<file path="src/rtl/id_ex_pipe_if.sv">
// Decode-to-execute pipeline register bundle: decode side inputs, EX-side registered copies.
// With ID_EX_PERF_EN defined the bundle also carries the stall/flush/bubble counters.
`ifndef CPU_WIDTH
`define CPU_WIDTH 32
`endif
`ifndef REG_ADDR_WIDTH
`define REG_ADDR_WIDTH 5
`endif
`ifndef MEM_ACCESS_TYPE_WIDTH
`define MEM_ACCESS_TYPE_WIDTH 3
`endif
`ifndef MEM_ACCESS_TYPE_NONE
`define MEM_ACCESS_TYPE_NONE 3'd0
`endif

interface id_ex_pipe_if #(
    parameter int unsigned ALU_OP_WIDTH = 5
);
    logic                              id_valid;
    logic [`CPU_WIDTH-1:0]             id_pc;
    logic [`CPU_WIDTH-1:0]             id_reg1_rdata;
    logic [`CPU_WIDTH-1:0]             id_reg2_rdata;
    logic [`CPU_WIDTH-1:0]             id_imm;
    logic [ALU_OP_WIDTH-1:0]           id_alu_op;
    logic [`REG_ADDR_WIDTH-1:0]        id_reg_waddr;
    logic                              id_reg_wen;
    logic [`MEM_ACCESS_TYPE_WIDTH-1:0] id_mem_access_type;
    logic                              id_mem_sign_ext;
    logic [1:0]                        id_forward_to_alu;
    logic                              ex_stall;
    logic                              flush;
    logic                              id_ready;

    logic                              ex_valid;
    logic [`CPU_WIDTH-1:0]             ex_pc;
    logic [`CPU_WIDTH-1:0]             ex_reg1;
    logic [`CPU_WIDTH-1:0]             ex_reg2;
    logic [`CPU_WIDTH-1:0]             ex_imm;
    logic [ALU_OP_WIDTH-1:0]           ex_alu_op;
    logic [`REG_ADDR_WIDTH-1:0]        ex_reg_waddr;
    logic                              ex_reg_wen;
    logic [`MEM_ACCESS_TYPE_WIDTH-1:0] ex_mem_access_type;
    logic                              ex_mem_sign_ext;
    logic [1:0]                        ex_forward_to_alu;
`ifdef ID_EX_PERF_EN
    logic [31:0]                       perf_stall_cnt;
    logic [31:0]                       perf_flush_cnt;
    logic [31:0]                       perf_bubble_cnt;
`endif

    modport master (
        output id_valid, id_pc, id_reg1_rdata, id_reg2_rdata, id_imm, id_alu_op,
               id_reg_waddr, id_reg_wen, id_mem_access_type, id_mem_sign_ext,
               id_forward_to_alu, ex_stall, flush,
        input  id_ready, ex_valid, ex_pc, ex_reg1, ex_reg2, ex_imm, ex_alu_op,
               ex_reg_waddr, ex_reg_wen, ex_mem_access_type, ex_mem_sign_ext,
               ex_forward_to_alu
`ifdef ID_EX_PERF_EN
        , input perf_stall_cnt, perf_flush_cnt, perf_bubble_cnt
`endif
    );

    modport slave (
        input  id_valid, id_pc, id_reg1_rdata, id_reg2_rdata, id_imm, id_alu_op,
               id_reg_waddr, id_reg_wen, id_mem_access_type, id_mem_sign_ext,
               id_forward_to_alu, ex_stall, flush,
        output id_ready, ex_valid, ex_pc, ex_reg1, ex_reg2, ex_imm, ex_alu_op,
               ex_reg_waddr, ex_reg_wen, ex_mem_access_type, ex_mem_sign_ext,
               ex_forward_to_alu
`ifdef ID_EX_PERF_EN
        , output perf_stall_cnt, perf_flush_cnt, perf_bubble_cnt
`endif
    );
endinterface

</file>
<file path="src/rtl/id_ex_pipe.sv">
// ID/EX pipeline register: flush > stall > load priority, bubble insertion, x0-write suppression.
// Optional ID_EX_PERF_EN adds saturating stall/flush/bubble counters.
`ifndef CPU_WIDTH
`define CPU_WIDTH 32
`endif
`ifndef REG_ADDR_WIDTH
`define REG_ADDR_WIDTH 5
`endif
`ifndef MEM_ACCESS_TYPE_WIDTH
`define MEM_ACCESS_TYPE_WIDTH 3
`endif
`ifndef MEM_ACCESS_TYPE_NONE
`define MEM_ACCESS_TYPE_NONE 3'd0
`endif

module id_ex_pipe #(
    parameter int unsigned          ALU_OP_WIDTH = 5,
    parameter logic [`CPU_WIDTH-1:0] RESET_PC     = '0
) (
    input  logic        clk,
    input  logic        rst_n,
    id_ex_pipe_if.slave bus
);
    localparam int unsigned XLEN = `CPU_WIDTH;
    localparam int unsigned RAW  = `REG_ADDR_WIDTH;
    localparam int unsigned MAW  = `MEM_ACCESS_TYPE_WIDTH;

    typedef enum logic {S_EMPTY = 1'b0, S_FULL = 1'b1} state_e;

    state_e                  state_q, state_d;
    logic [XLEN-1:0]         pc_q, pc_d, reg1_q, reg1_d, reg2_q, reg2_d, imm_q, imm_d;
    logic [ALU_OP_WIDTH-1:0] alu_op_q, alu_op_d;
    logic [RAW-1:0]          waddr_q, waddr_d;
    logic                    wen_q, wen_d;
    logic [MAW-1:0]          mat_q, mat_d;
    logic                    sext_q, sext_d;
    logic [1:0]              fwd_q, fwd_d;
    logic                    load_c, bubble_c;

    assign bus.id_ready = ~bus.ex_stall;

    always_ff @(posedge clk or negedge rst_n) begin
        if (!rst_n) begin
            state_q  <= S_EMPTY;
            pc_q     <= RESET_PC;
            reg1_q   <= '0;
            reg2_q   <= '0;
            imm_q    <= '0;
            alu_op_q <= '0;
            waddr_q  <= '0;
            wen_q    <= 1'b0;
            mat_q    <= MAW'(`MEM_ACCESS_TYPE_NONE);
            sext_q   <= 1'b0;
            fwd_q    <= 2'b00;
        end else begin
            state_q  <= state_d;
            pc_q     <= pc_d;
            reg1_q   <= reg1_d;
            reg2_q   <= reg2_d;
            imm_q    <= imm_d;
            alu_op_q <= alu_op_d;
            waddr_q  <= waddr_d;
            wen_q    <= wen_d;
            mat_q    <= mat_d;
            sext_q   <= sext_d;
            fwd_q    <= fwd_d;
        end
    end

    // Flush beats stall; an idle, unstalled decode stage turns into a bubble.
    always_comb begin
        state_d  = state_q;
        pc_d     = pc_q;
        reg1_d   = reg1_q;
        reg2_d   = reg2_q;
        imm_d    = imm_q;
        alu_op_d = alu_op_q;
        waddr_d  = waddr_q;
        wen_d    = wen_q;
        mat_d    = mat_q;
        sext_d   = sext_q;
        fwd_d    = fwd_q;
        load_c   = 1'b0;
        bubble_c = 1'b0;

        if (bus.flush) begin
            bubble_c = 1'b1;
        end else if (!bus.ex_stall) begin
            load_c   = bus.id_valid;
            bubble_c = ~bus.id_valid;
        end

        case (state_q)
            S_EMPTY: if (load_c)   state_d = S_FULL;
            S_FULL:  if (bubble_c) state_d = S_EMPTY;
            default:               state_d = S_EMPTY;
        endcase

        if (bubble_c) begin
            pc_d     = RESET_PC;
            reg1_d   = '0;
            reg2_d   = '0;
            imm_d    = '0;
            alu_op_d = '0;
            waddr_d  = '0;
            wen_d    = 1'b0;
            mat_d    = MAW'(`MEM_ACCESS_TYPE_NONE);
            sext_d   = 1'b0;
            fwd_d    = 2'b00;
        end else if (load_c) begin
            pc_d     = bus.id_pc;
            reg1_d   = bus.id_reg1_rdata;
            reg2_d   = bus.id_reg2_rdata;
            imm_d    = bus.id_imm;
            alu_op_d = bus.id_alu_op;
            waddr_d  = bus.id_reg_waddr;
            // Writes to x0 are dropped here so later stages never see them.
            wen_d    = bus.id_reg_wen & (|bus.id_reg_waddr);
            mat_d    = bus.id_mem_access_type;
            sext_d   = bus.id_mem_sign_ext;
            fwd_d    = bus.id_forward_to_alu;
        end
    end

    assign bus.ex_valid           = (state_q == S_FULL);
    assign bus.ex_pc              = pc_q;
    assign bus.ex_reg1            = reg1_q;
    assign bus.ex_reg2            = reg2_q;
    assign bus.ex_imm             = imm_q;
    assign bus.ex_alu_op          = alu_op_q;
    assign bus.ex_reg_waddr       = waddr_q;
    assign bus.ex_reg_wen         = wen_q;
    assign bus.ex_mem_access_type = mat_q;
    assign bus.ex_mem_sign_ext    = sext_q;
    assign bus.ex_forward_to_alu  = fwd_q;

`ifdef ID_EX_PERF_EN
    localparam logic [31:0] CNT_MAX = 32'hFFFF_FFFF;

    logic [31:0] stall_cnt_q, flush_cnt_q, bubble_cnt_q;

    // Saturating event counters.
    always_ff @(posedge clk or negedge rst_n) begin
        if (!rst_n) begin
            stall_cnt_q  <= '0;
            flush_cnt_q  <= '0;
            bubble_cnt_q <= '0;
        end else begin
            if (bus.ex_stall && !bus.flush && (stall_cnt_q != CNT_MAX))
                stall_cnt_q <= stall_cnt_q + 32'd1;
            if (bus.flush && (flush_cnt_q != CNT_MAX))
                flush_cnt_q <= flush_cnt_q + 32'd1;
            if (bubble_c && (bubble_cnt_q != CNT_MAX))
                bubble_cnt_q <= bubble_cnt_q + 32'd1;
        end
    end

    assign bus.perf_stall_cnt  = stall_cnt_q;
    assign bus.perf_flush_cnt  = flush_cnt_q;
    assign bus.perf_bubble_cnt = bubble_cnt_q;
`endif
endmodule

</file>
<file path="src/flat_wrapper.sv">
// flat-port wrapper written by rule: the top's interface ports become plain ports
module id_ex_pipe_flat 
#(
    parameter int unsigned          ALU_OP_WIDTH = 5,
    parameter logic [`CPU_WIDTH-1:0] RESET_PC     = '0
)
  (clk, rst_n, bus_id_valid, bus_id_pc, bus_id_reg1_rdata, bus_id_reg2_rdata, bus_id_imm, bus_id_alu_op, bus_id_reg_waddr, bus_id_reg_wen, bus_id_mem_access_type, bus_id_mem_sign_ext, bus_id_forward_to_alu, bus_ex_stall, bus_flush, bus_id_ready, bus_ex_valid, bus_ex_pc, bus_ex_reg1, bus_ex_reg2, bus_ex_imm, bus_ex_alu_op, bus_ex_reg_waddr, bus_ex_reg_wen, bus_ex_mem_access_type, bus_ex_mem_sign_ext, bus_ex_forward_to_alu);
  id_ex_pipe_if #(.ALU_OP_WIDTH(ALU_OP_WIDTH)) bus_i ();
  input  logic clk;
  input  logic rst_n;
  input wire logic [$bits(bus_i.id_valid)-1:0] bus_id_valid;
  input wire logic [$bits(bus_i.id_pc)-1:0] bus_id_pc;
  input wire logic [$bits(bus_i.id_reg1_rdata)-1:0] bus_id_reg1_rdata;
  input wire logic [$bits(bus_i.id_reg2_rdata)-1:0] bus_id_reg2_rdata;
  input wire logic [$bits(bus_i.id_imm)-1:0] bus_id_imm;
  input wire logic [$bits(bus_i.id_alu_op)-1:0] bus_id_alu_op;
  input wire logic [$bits(bus_i.id_reg_waddr)-1:0] bus_id_reg_waddr;
  input wire logic [$bits(bus_i.id_reg_wen)-1:0] bus_id_reg_wen;
  input wire logic [$bits(bus_i.id_mem_access_type)-1:0] bus_id_mem_access_type;
  input wire logic [$bits(bus_i.id_mem_sign_ext)-1:0] bus_id_mem_sign_ext;
  input wire logic [$bits(bus_i.id_forward_to_alu)-1:0] bus_id_forward_to_alu;
  input wire logic [$bits(bus_i.ex_stall)-1:0] bus_ex_stall;
  input wire logic [$bits(bus_i.flush)-1:0] bus_flush;
  output wire logic [$bits(bus_i.id_ready)-1:0] bus_id_ready;
  output wire logic [$bits(bus_i.ex_valid)-1:0] bus_ex_valid;
  output wire logic [$bits(bus_i.ex_pc)-1:0] bus_ex_pc;
  output wire logic [$bits(bus_i.ex_reg1)-1:0] bus_ex_reg1;
  output wire logic [$bits(bus_i.ex_reg2)-1:0] bus_ex_reg2;
  output wire logic [$bits(bus_i.ex_imm)-1:0] bus_ex_imm;
  output wire logic [$bits(bus_i.ex_alu_op)-1:0] bus_ex_alu_op;
  output wire logic [$bits(bus_i.ex_reg_waddr)-1:0] bus_ex_reg_waddr;
  output wire logic [$bits(bus_i.ex_reg_wen)-1:0] bus_ex_reg_wen;
  output wire logic [$bits(bus_i.ex_mem_access_type)-1:0] bus_ex_mem_access_type;
  output wire logic [$bits(bus_i.ex_mem_sign_ext)-1:0] bus_ex_mem_sign_ext;
  output wire logic [$bits(bus_i.ex_forward_to_alu)-1:0] bus_ex_forward_to_alu;
  assign bus_i.id_valid = bus_id_valid;
  assign bus_i.id_pc = bus_id_pc;
  assign bus_i.id_reg1_rdata = bus_id_reg1_rdata;
  assign bus_i.id_reg2_rdata = bus_id_reg2_rdata;
  assign bus_i.id_imm = bus_id_imm;
  assign bus_i.id_alu_op = bus_id_alu_op;
  assign bus_i.id_reg_waddr = bus_id_reg_waddr;
  assign bus_i.id_reg_wen = bus_id_reg_wen;
  assign bus_i.id_mem_access_type = bus_id_mem_access_type;
  assign bus_i.id_mem_sign_ext = bus_id_mem_sign_ext;
  assign bus_i.id_forward_to_alu = bus_id_forward_to_alu;
  assign bus_i.ex_stall = bus_ex_stall;
  assign bus_i.flush = bus_flush;
  assign bus_id_ready = bus_i.id_ready;
  assign bus_ex_valid = bus_i.ex_valid;
  assign bus_ex_pc = bus_i.ex_pc;
  assign bus_ex_reg1 = bus_i.ex_reg1;
  assign bus_ex_reg2 = bus_i.ex_reg2;
  assign bus_ex_imm = bus_i.ex_imm;
  assign bus_ex_alu_op = bus_i.ex_alu_op;
  assign bus_ex_reg_waddr = bus_i.ex_reg_waddr;
  assign bus_ex_reg_wen = bus_i.ex_reg_wen;
  assign bus_ex_mem_access_type = bus_i.ex_mem_access_type;
  assign bus_ex_mem_sign_ext = bus_i.ex_mem_sign_ext;
  assign bus_ex_forward_to_alu = bus_i.ex_forward_to_alu;
  id_ex_pipe #(.ALU_OP_WIDTH(ALU_OP_WIDTH), .RESET_PC(RESET_PC)) u_core (.clk(clk), .rst_n(rst_n), .bus(bus_i));
endmodule
</file>
<file path="config.mk">
export PLATFORM = sky130hd
export DESIGN_NAME = id_ex_pipe_flat
export DESIGN_NICKNAME = d
export VERILOG_FILES = /design/src/rtl/id_ex_pipe_if.sv /design/src/rtl/id_ex_pipe.sv /design/src/flat_wrapper.sv
export SDC_FILE = /design/constraint.sdc
export NUM_CORES = 1
export LEC_CHECK = 0
export ABC_AREA = 1
export CORE_MARGIN = 2
export CORE_UTILIZATION = 40
export DETAILED_ROUTE_END_ITERATION = 12
export HOLD_SLACK_MARGIN = 0.12
export PLACE_DENSITY_LB_ADDON = 0.2
export SLEW_MARGIN = 10
export SYNTH_ARGS = -nofsm -noshare
export SYNTH_HDL_FRONTEND = slang
export SYNTH_SLANG_ARGS = --single-unit
</file>
<file path="constraint.sdc">
create_clock -name clk -period 1.3 [get_ports clk]
set_input_delay 0.26 -clock clk [delete_from_list [all_inputs] [get_ports clk]]
set_output_delay 0.26 -clock clk [all_outputs]
set_load 0.02 [all_outputs]
</file>
==> results of run 1 <==
## per-layer routing
metal  track usage [%]  vias up
met3              7.27       26
li1                  -     2648
met2              37.0      248
met1              30.2     2547
met5                 0        -
met4              9.22        0
## what timing repair did
action	in CTS	in global routing
gates resized for setup	587	0
hold endpoints to repair	146	0
hold buffers	1	0
endpoints found under the setup margin	147	0
buffers inserted	0	0
## placed cells by master, fill, tap and decap left out, drive strengths merged
master           n
nor2             5
clkinvlp         2
bufinv           4
inv              4
dlygate4sd2      1
clkdlybuf4s50  147
o21a             1
dlygate4sd3      1
nand3b           1
clkbuf          22
nand3          146
buf            181
clkinv           3
dfrtp          146
nand2          290
## area by class of cell
class,count,area share [%]
Tap cell,184,2.54
Multi-Input combinational cell,443,20.7
Clock inverter,9,1.70
Timing Repair Buffer,330,29.3
Inverter,4,0.194
Sequential cell,146,40.4
Clock buffer,22,5.24
## flip-flops by register name, summed over array words and instances, names as in the netlist
signal	flops
u_core.bus.ex_reg1	32
u_core.bus.ex_reg2	32
u_core.bus.ex_forward_to_alu	2
u_core.bus.ex_valid	1
u_core.bus.ex_mem_access_type	3
u_core.bus.ex_mem_sign_ext	1
u_core.bus.ex_reg_wen	1
u_core.bus.ex_pc	32
u_core.bus.ex_alu_op	5
u_core.bus.ex_imm	32
u_core.bus.ex_reg_waddr	5
## cells in the mapped netlist
| master | count | area [sq um] |
|---|---|---|
| buf_4 | 7 | 52.6 |
| o21a_1 | 1 | 7.51 |
| buf_2 | 23 | 115 |
| nor2_2 | 1 | 6.26 |
| inv_1 | 1 | 3.75 |
| nand3b_1 | 1 | 7.51 |
| nand2_1 | 290 | 1090 |
| nor2_1 | 4 | 15.0 |
| dfrtp_1 | 146 | 3650 |
| buf_6 | 17 | 191 |
| nand3_1 | 145 | 726 |
| inv_2 | 3 | 11.3 |
| nand3_2 | 1 | 10.0 |
## where the power goes
part / switching (W) / leakage [nW] / internal, W
Sequential: 0.000106 / 1.99 / 0.00475
Combinational: 0.000841 / 2.81 / 0.000746
Clock: 0.00183 / 0.302 / 0.00335
Total: 0.00278 / 5.10 / 0.00885
## worst min-delay path by stage
stage | cells after the start | from | to
after floorplan | 0 | rst_n | u_core.bus.ex_alu_op[0]
after global routing | 2 | rst_n | u_core.bus.ex_reg1[2]
final | 2 | rst_n | u_core.bus.ex_reg1[2]
after global placement | 1 | rst_n | u_core.bus.ex_reg1[2]
after CTS | 2 | rst_n | u_core.bus.ex_reg1[2]
after detailed placement | 1 | rst_n | u_core.bus.ex_reg1[2]
## metrics by stage
step	total power [W]	TNS, ps	hold slack (ps)	std cells
finish	0.0116	0	321	1138
global route	0.0121	0	327	1138
CTS	0.0118	0	303	1138
detailed placement	0.00673	-42750	182	1106
global placement	0.00673	-40100	181	1106
floorplan	0.00559	0	-35.6	640
## kinds of logic (layout without fill, tap and decap cells)
| family | count (synthesis) | after routing |
|---|---|---|
| flops | 146 | 146 |
| simple gates | 442 | 442 |
| buf+inv | 51 | 365 |
| compound gates | 1 | 1 |
==> impl_metrics.yaml, run 1 <==
worst_setup_path:
  cp-end-kind: "output port"
  crit_end: "bus_ex_imm[13]"
  worst_ep_arrival_time_ps: 980
  path_class: "reg2out"
  r2r_slack_ps: 630
  crit_cells: 1
  startpoint: "u_core.bus.ex_imm[13]"
  cp.required_ps: 1040
  cpPeakStageDelay_ps: 400
  start_kind: "flip-flop"
  path_cells: "buf_2"
  r2r-start: "u_core.bus.ex_reg2[9]"
  worst-path-buf-inv: 1
  cp_max_fo: 2
  cp_top_family: "flip-flops"
  r2r-end: "u_core.bus.ex_reg2[9]"
  crit_slowest_cell: "dfrtp_1"
  reg2regPathDepth: 2
place:
  placed_area_sq_um: 9150
  port_buffers: 296
  place.gp.congestion: 0.811
  dp_hpwl_microns: 12700
  dp_slack_ps: -323
sta:
  worst_pin_slew_ps: 366
  period_share_pct: 95.6
  final_hold_viol_count: 0
  setup_viol: 0
  relSlewSlack_pct: 75.6
  max_clock_freq_ghz: 0.804
  rsz0062_at_grt: "false"
  fin_ws_ps: 57.0
  skew_ps: 0
  maxSlewViolCount: 0
  layout_min_cycle_time_ps: 1240
floorplan:
  dieArea_sq_um: 15700
  ioPinCount: 297
  start_util_pct: 40.7
  die_w_microns: 125
  core-area_sq_um: 14500
  fp-row-count: 44
  die_h_microns: 125
finish:
  fin_nets: 1092
  areaGrowthSynthToFinish_pct: 53.7
  n_antenna_cell: 0
  final_cell_area_sq_um: 9050
  fillCellCount: 1283
  regArea_sq_um: 3650
  multi_input_area_sq_um: 1870
  finish.utilization_pct: 62.5
  drive_gt1_share_pct: 22.5
detailed_routing:
  route.detailed.drc: 0
  met2_wirelength_microns: 8410
  met3WireLength_microns: 1460
  num_vias: 5469
  drtIter0Drc: 310
  wl_per_cell_microns: 15.6
  routed_wl_microns: 17800
  viasPerCell: 4.81
  wl_met1_microns: 7480
  top_layer_used: "met4"
  final_antenna_net_count: 0
  dr.pass1.iters: 5
global_route:
  grt_overflow_total: 0
  grt_pass1_wl_microns: 29200
  first_global_vias: 5443
  grt_usage_pct: 23.4
  grt_max_degree: 56
  antenna_found_initial: 0
clocking:
  clk_latency_ps: 400
  clockBufferDepth: 2
  h-tree-depth: 4
  clk_pin_slew_worst_paths_ps: 60
  cts_root_buf: "clkbuf_16"
  clock-sinks: 146
  cts_buffers: 17
  cts_tree: "built"
synth:
  synth_fp_nets: 790
  synthSimpleGateAreaFrac_pct: 31.5
  muxShareOfSynthArea_pct: 0
  synth_cell_type_count: 13
  syn_area_per_cell_sq_um: 9.20
  synth_xor_area_share_pct: 0
  synth_top_family_by_area: "simple AND/OR/NAND/NOR gates"
  synth_warnings: 0
  synthAdderAreaFrac_pct: 0
  synth.cell_area_sq_um: 5890
  ys_ff_latch: 146
  ys_seq_area_share_pct: 62.0
  synth_compound_area_share_pct: 0.127
  synthCells: 640
pwr:
  power-per-cell-area_nw_per_um2: 1280
  peakVddDrop_mv: 0.849
  cellLeakagePower_nw: 5.10
min_path:
  hold_path_class: "in2async"
status:
  status: "complete, no violations"
flow_run:
  cap_violations: 0
(Power assumes the default switching activity.)
==> inputs of run 2 (changes only) <==
--- a/config.mk
+++ b/config.mk
@@ -9,6 +9,8 @@
 export CORE_MARGIN = 2
 export CORE_UTILIZATION = 40
 export DETAILED_ROUTE_END_ITERATION = 12
+export DONT_BUFFER_PORTS = 1
+export GPL_ROUTABILITY_DRIVEN = 0
 export HOLD_SLACK_MARGIN = 0.12
 export PLACE_DENSITY_LB_ADDON = 0.2
 export SLEW_MARGIN = 10
==> run 2 against run 1 <==
Compared with the run above: the run now ends with hold timing left; global-route usage fell by 2.4 points; die area unchanged; sequential share of layout area increased by 5.3 points; first-iteration DRC count shrank 5.5%; clock power is 4% lower; critical path type unchanged.
==> impl_metrics.yaml, run 2 (synthesis results as in run 1) <==
status:
  status: "finished, violations left"
  failed_checks: "hold timing"
place:
  port_buffers: 0
  dp_hpwl_microns: 9700
  dpl.cell_count: 787
  dp_slack_ps: 70.0
finish:
  fin_cells: 963
  areaGrowthSynthToFinish_pct: 36.0
  final_common_cell: "nand2_1"
  fin_nets: 917
  final_cell_mix: "nand2_1, dfrtp_1, nand3_1, dlygate4sd3_1, clkbuf_16"
  drive_gt1_share_pct: 5.52
  n_antenna_cell: 0
floorplan:
  dieArea_sq_um: 15700
  ioPinCount: 297
  die_h_microns: 125
  core-area_sq_um: 14500
  die_w_microns: 125
  fp-row-count: 44
  start_util_pct: 40.7
worst_setup_path:
  startpoint: "u_core.bus.ex_imm[13]"
  reg2regPathDepth: 2
  cp.required_ps: 1040
  cp-end-kind: "output port"
  r2r-start: "u_core.bus.ex_imm[13]"
  start_kind: "flip-flop"
  crit_cells: 0
  r2r_slack_ps: 500
  cp_max_fo: 2
  path_class: "reg2out"
  worst_ep_arrival_time_ps: 930
detailed_routing:
  num_vias: 4979
  route.detailed.drc: 0
  routed_wl_microns: 16600
  drtIter0Drc: 293
  wl_per_cell_microns: 17.2
  dr.pass1.iters: 5
  final_antenna_net_count: 0
  viasPerCell: 5.17
sta:
  rsz0062_at_grt: "false"
  setup_tns_ps: 0
  relSlewSlack_pct: 61.7
  skew_ps: 0
  hold_ws_ps: -466
  setup_viol: 0
  layout_min_cycle_time_ps: 1190
  period_share_pct: 91.8
  maxSlewViolCount: 0
  fin_ws_ps: 106
  max_clock_freq_ghz: 0.838
  worst_pin_slew_ps: 575
  final_hold_viol_count: 146
pwr:
  peakVddDrop_mv: 0.767
  power-per-cell-area_nw_per_um2: 1370
  cellLeakagePower_nw: 4.19
clocking:
  clock-sinks: 146
  clockBufferDepth: 2
  clk_pin_slew_worst_paths_ps: 60
  cts_buffers: 17
  clk_latency_ps: 410
  cts_root_buf: "clkbuf_16"
  h-tree-depth: 4
  cts_tree: "built"
  cts_hold_buf: 145
global_route:
  grt_overflow_total: 0
  grt_max_degree: 147
  grt_usage_pct: 21.0
  first_global_vias: 5086
  antenna_found_initial: 0
  grt_pass1_wl_microns: 26200
flow_run:
  cap_violations: 0
min_path:
  hold_path_class: "in2async"
-- run 2: worst paths after layout --
path / endpoint
max in group asynchronous: u_core.bus.ex_imm[22]
min in group clk: u_core.bus.ex_reg2[1]
hold reg to reg: u_core.bus.ex_reg1[10]
setup / recovery: bus_ex_imm[13]
setup reg to reg: u_core.bus.ex_imm[13]
hold / removal: u_core.bus.ex_reg1[23]
-- run 2: power breakdown --
group	total (W)	switching [W]	leakage [nW]	internal (W)
Clock	0.00498	0.00182	0.289	0.00316
Combinational	0.000831	0.000391	1.92	0.000440
Sequential	0.00517	0.000421	1.99	0.00475
Total	0.0110	0.00263	4.19	0.00835
-- run 2: final cells by class --
class                           count  area, sq um
Inverter                            4         17.5
Multi-Input combinational cell    443         1870
Fill cell                        1189         6470
Timing Repair Buffer              155         1630
Clock inverter                      8          128
Clock buffer                       23          478
Tap cell                          184          230
Sequential cell                   146         3650
-- run 2: what timing repair did --
item,in CTS,in global routing
setup buffers,0,0
gates resized for setup,0,0
hold endpoints to repair,291,146
-- run 2: through the flow --
step	instance area (sq um)	total power, W	util, %
3_5_place_dp	5950	0.00570	41.1
3_3_place_gp	5950	0.00568	41.1
6_report	8010	0.0110	55.3
4_1_cts	8010	0.0111	55.3
5_1_grt	8010	0.0114	55.3
2_1_floorplan	5890	0.00559	-
-- run 2: metal layers --
metal / vias up / share of wire [%] / global-route usage [%]
li1: 2294 / - / -
met1: 2382 / 38 / 23.7
met2: 273 / 50 / 35.4
met3: 30 / 9.8 / 7.92
met4: 0 / 2.7 / 9.80
met5: - / 0 / 0
==> inputs of run 3 (changes only) <==
--- a/config.mk
+++ b/config.mk
@@ -5,7 +5,6 @@
 export SDC_FILE = /design/constraint.sdc
 export NUM_CORES = 1
 export LEC_CHECK = 0
-export ABC_AREA = 1
 export CORE_MARGIN = 2
 export CORE_UTILIZATION = 40
 export DETAILED_ROUTE_END_ITERATION = 12
==> run 3 against run 2 <==
Compared with the run above: the run now fails in 4_1_cts; synthesized cell count decreased by 48%; area after synthesis decreased by 12%.
==> impl_metrics.yaml, run 3 <==
status:
  status: "did not finish"
  failing_step: "4_1_cts"
  error_line: "[ERROR RSZ-0060] Max buffer count reached."
synth:
  synth_fp_nets: 481
  synthSimpleGateAreaFrac_pct: 1.18
  post-synth-top-area-cell: "dfrtp_1"
  synthCells: 331
  synthFlopType: "dfrtp_1"
  synthTopCellsByArea: "dfrtp_1, a22o_1, buf_2, buf_6, nor2_8"
  synth_top_area_share_pct: 70.4
  synth_edf_count: 0
  synth_compound_area_share_pct: 24.6
  synthAdderAreaFrac_pct: 0
  synth_warnings: 0
  syn_area_per_cell_sq_um: 15.7
  ys_seq_area_share_pct: 70.4
  muxShareOfSynthArea_pct: 0
  synth_top_family_by_area: "compound AO/OA/AOI/OAI gates"
  synth_common_cells: "dfrtp_1, a22o_1, buf_2"
  synth_cell_type_count: 14
  synth_xor_area_share_pct: 0
  synthMostInstantiatedCell: "dfrtp_1"
  ys_ff_latch: 146
  synth-async-reset-ratio_pct: 100
  synth.cell_area_sq_um: 5190
floorplan:
  die_w_microns: 118
  die_h_microns: 118
  fp-row-count: 41
  start_util_pct: 41.1
  ioPinCount: 297
clocking:
  h-tree-depth: 4
  post-cts-setup-buffers: 0
  clock-sinks: 146
  clockBufferDepth: 2
  cts_hold_buf: 103
  cts_root_buf: "clkbuf_16"
  cts_buffers: 17
  cts_resized: 0
place:
  port_buffers: 0
  dp_hpwl_microns: 8320
run 3: cell count changes after synthesis, sizes merged, moves of 2 or more:
cell / change
nand3: -146
nor2: -2
a22o: +144
buf: -16
nand2: -288
inv: -3
run 3: cells by family after synthesis:
kind of cell | after synthesis
DFF | 146
AOI/OAI and AO/OA | 146
buffers and inverters | 32
and+or+nand+nor | 7
run 3: per-stage QoR:
stage               setup WS, ps  instances  instance area (sq um)
detailed placement           102        478                   5320
global placement             138        478                   5320
floorplan                    197        331                   5190
==> inputs of run 4 (changes only) <==
--- a/config.mk
+++ b/config.mk
@@ -6,12 +6,11 @@
 export NUM_CORES = 1
 export LEC_CHECK = 0
 export CORE_MARGIN = 2
-export CORE_UTILIZATION = 40
+export CORE_UTILIZATION = 25
 export DETAILED_ROUTE_END_ITERATION = 12
 export DONT_BUFFER_PORTS = 1
 export GPL_ROUTABILITY_DRIVEN = 0
-export HOLD_SLACK_MARGIN = 0.12
-export PLACE_DENSITY_LB_ADDON = 0.2
+export PLACE_DENSITY_LB_ADDON = 0.15
 export SLEW_MARGIN = 10
 export SYNTH_ARGS = -nofsm -noshare
 export SYNTH_HDL_FRONTEND = slang
==> run 4 against run 3 <==
Compared with the run above: the flow again stops in 4_1_cts; area after synthesis did not move; synthesized cell count did not move.
==> impl_metrics.yaml, run 4 <==
synth:
  post-synth-top-area-cell: "dfrtp_1"
  synth.cell_area_sq_um: 5190
  synth_cell_type_count: 14
  synth_fp_nets: 481
  synth_common_cells: "dfrtp_1, a22o_1, buf_2"
  synth_top_area_share_pct: 70.4
  synth-async-reset-ratio_pct: 100
  ys_seq_area_share_pct: 70.4
  syn_area_per_cell_sq_um: 15.7
  synth_warnings: 0
  synthTopCellsByArea: "dfrtp_1, a22o_1, buf_2, buf_6, nor2_8"
  synthFlopType: "dfrtp_1"
  synthCells: 331
  synthMostInstantiatedCell: "dfrtp_1"
  ys_ff_latch: 146
  synth_edf_count: 0
clocking:
  cts_root_buf: "clkbuf_16"
  clockBufferDepth: 2
  clock-sinks: 146
  post-cts-setup-buffers: 0
  cts_resized: 0
  cts_hold_buf: 122
  cts_buffers: 17
  h-tree-depth: 4
floorplan:
  ioPinCount: 297
  die_w_microns: 148
  die_h_microns: 148
  start_util_pct: 25.6
  fp-row-count: 52
place:
  dp_hpwl_microns: 8420
  dp_slack_ps: -10.2
  port_buffers: 0
status:
  failing_step: "4_1_cts"
  status: "did not finish"
  error_line: "[ERROR RSZ-0060] Max buffer count reached."
## run 4: through the flow
stage	utilization (%)	area, sq um	cells	setup TNS [ps]	hold WS [ps]
floorplan	-	5190	331	0	-35.6
global placement	26.7	5430	576	-3.07	-32.0
detailed placement	26.7	5430	576	-10.2	-32.7
## run 4: kinds of logic after synthesis
group	after synthesis	share of synthesized area, %
buffers and inverters	32	3.83
DFF	146	70.4
AOI/OAI and AO/OA	146	24.6
and+or+nand+nor	7	1.18
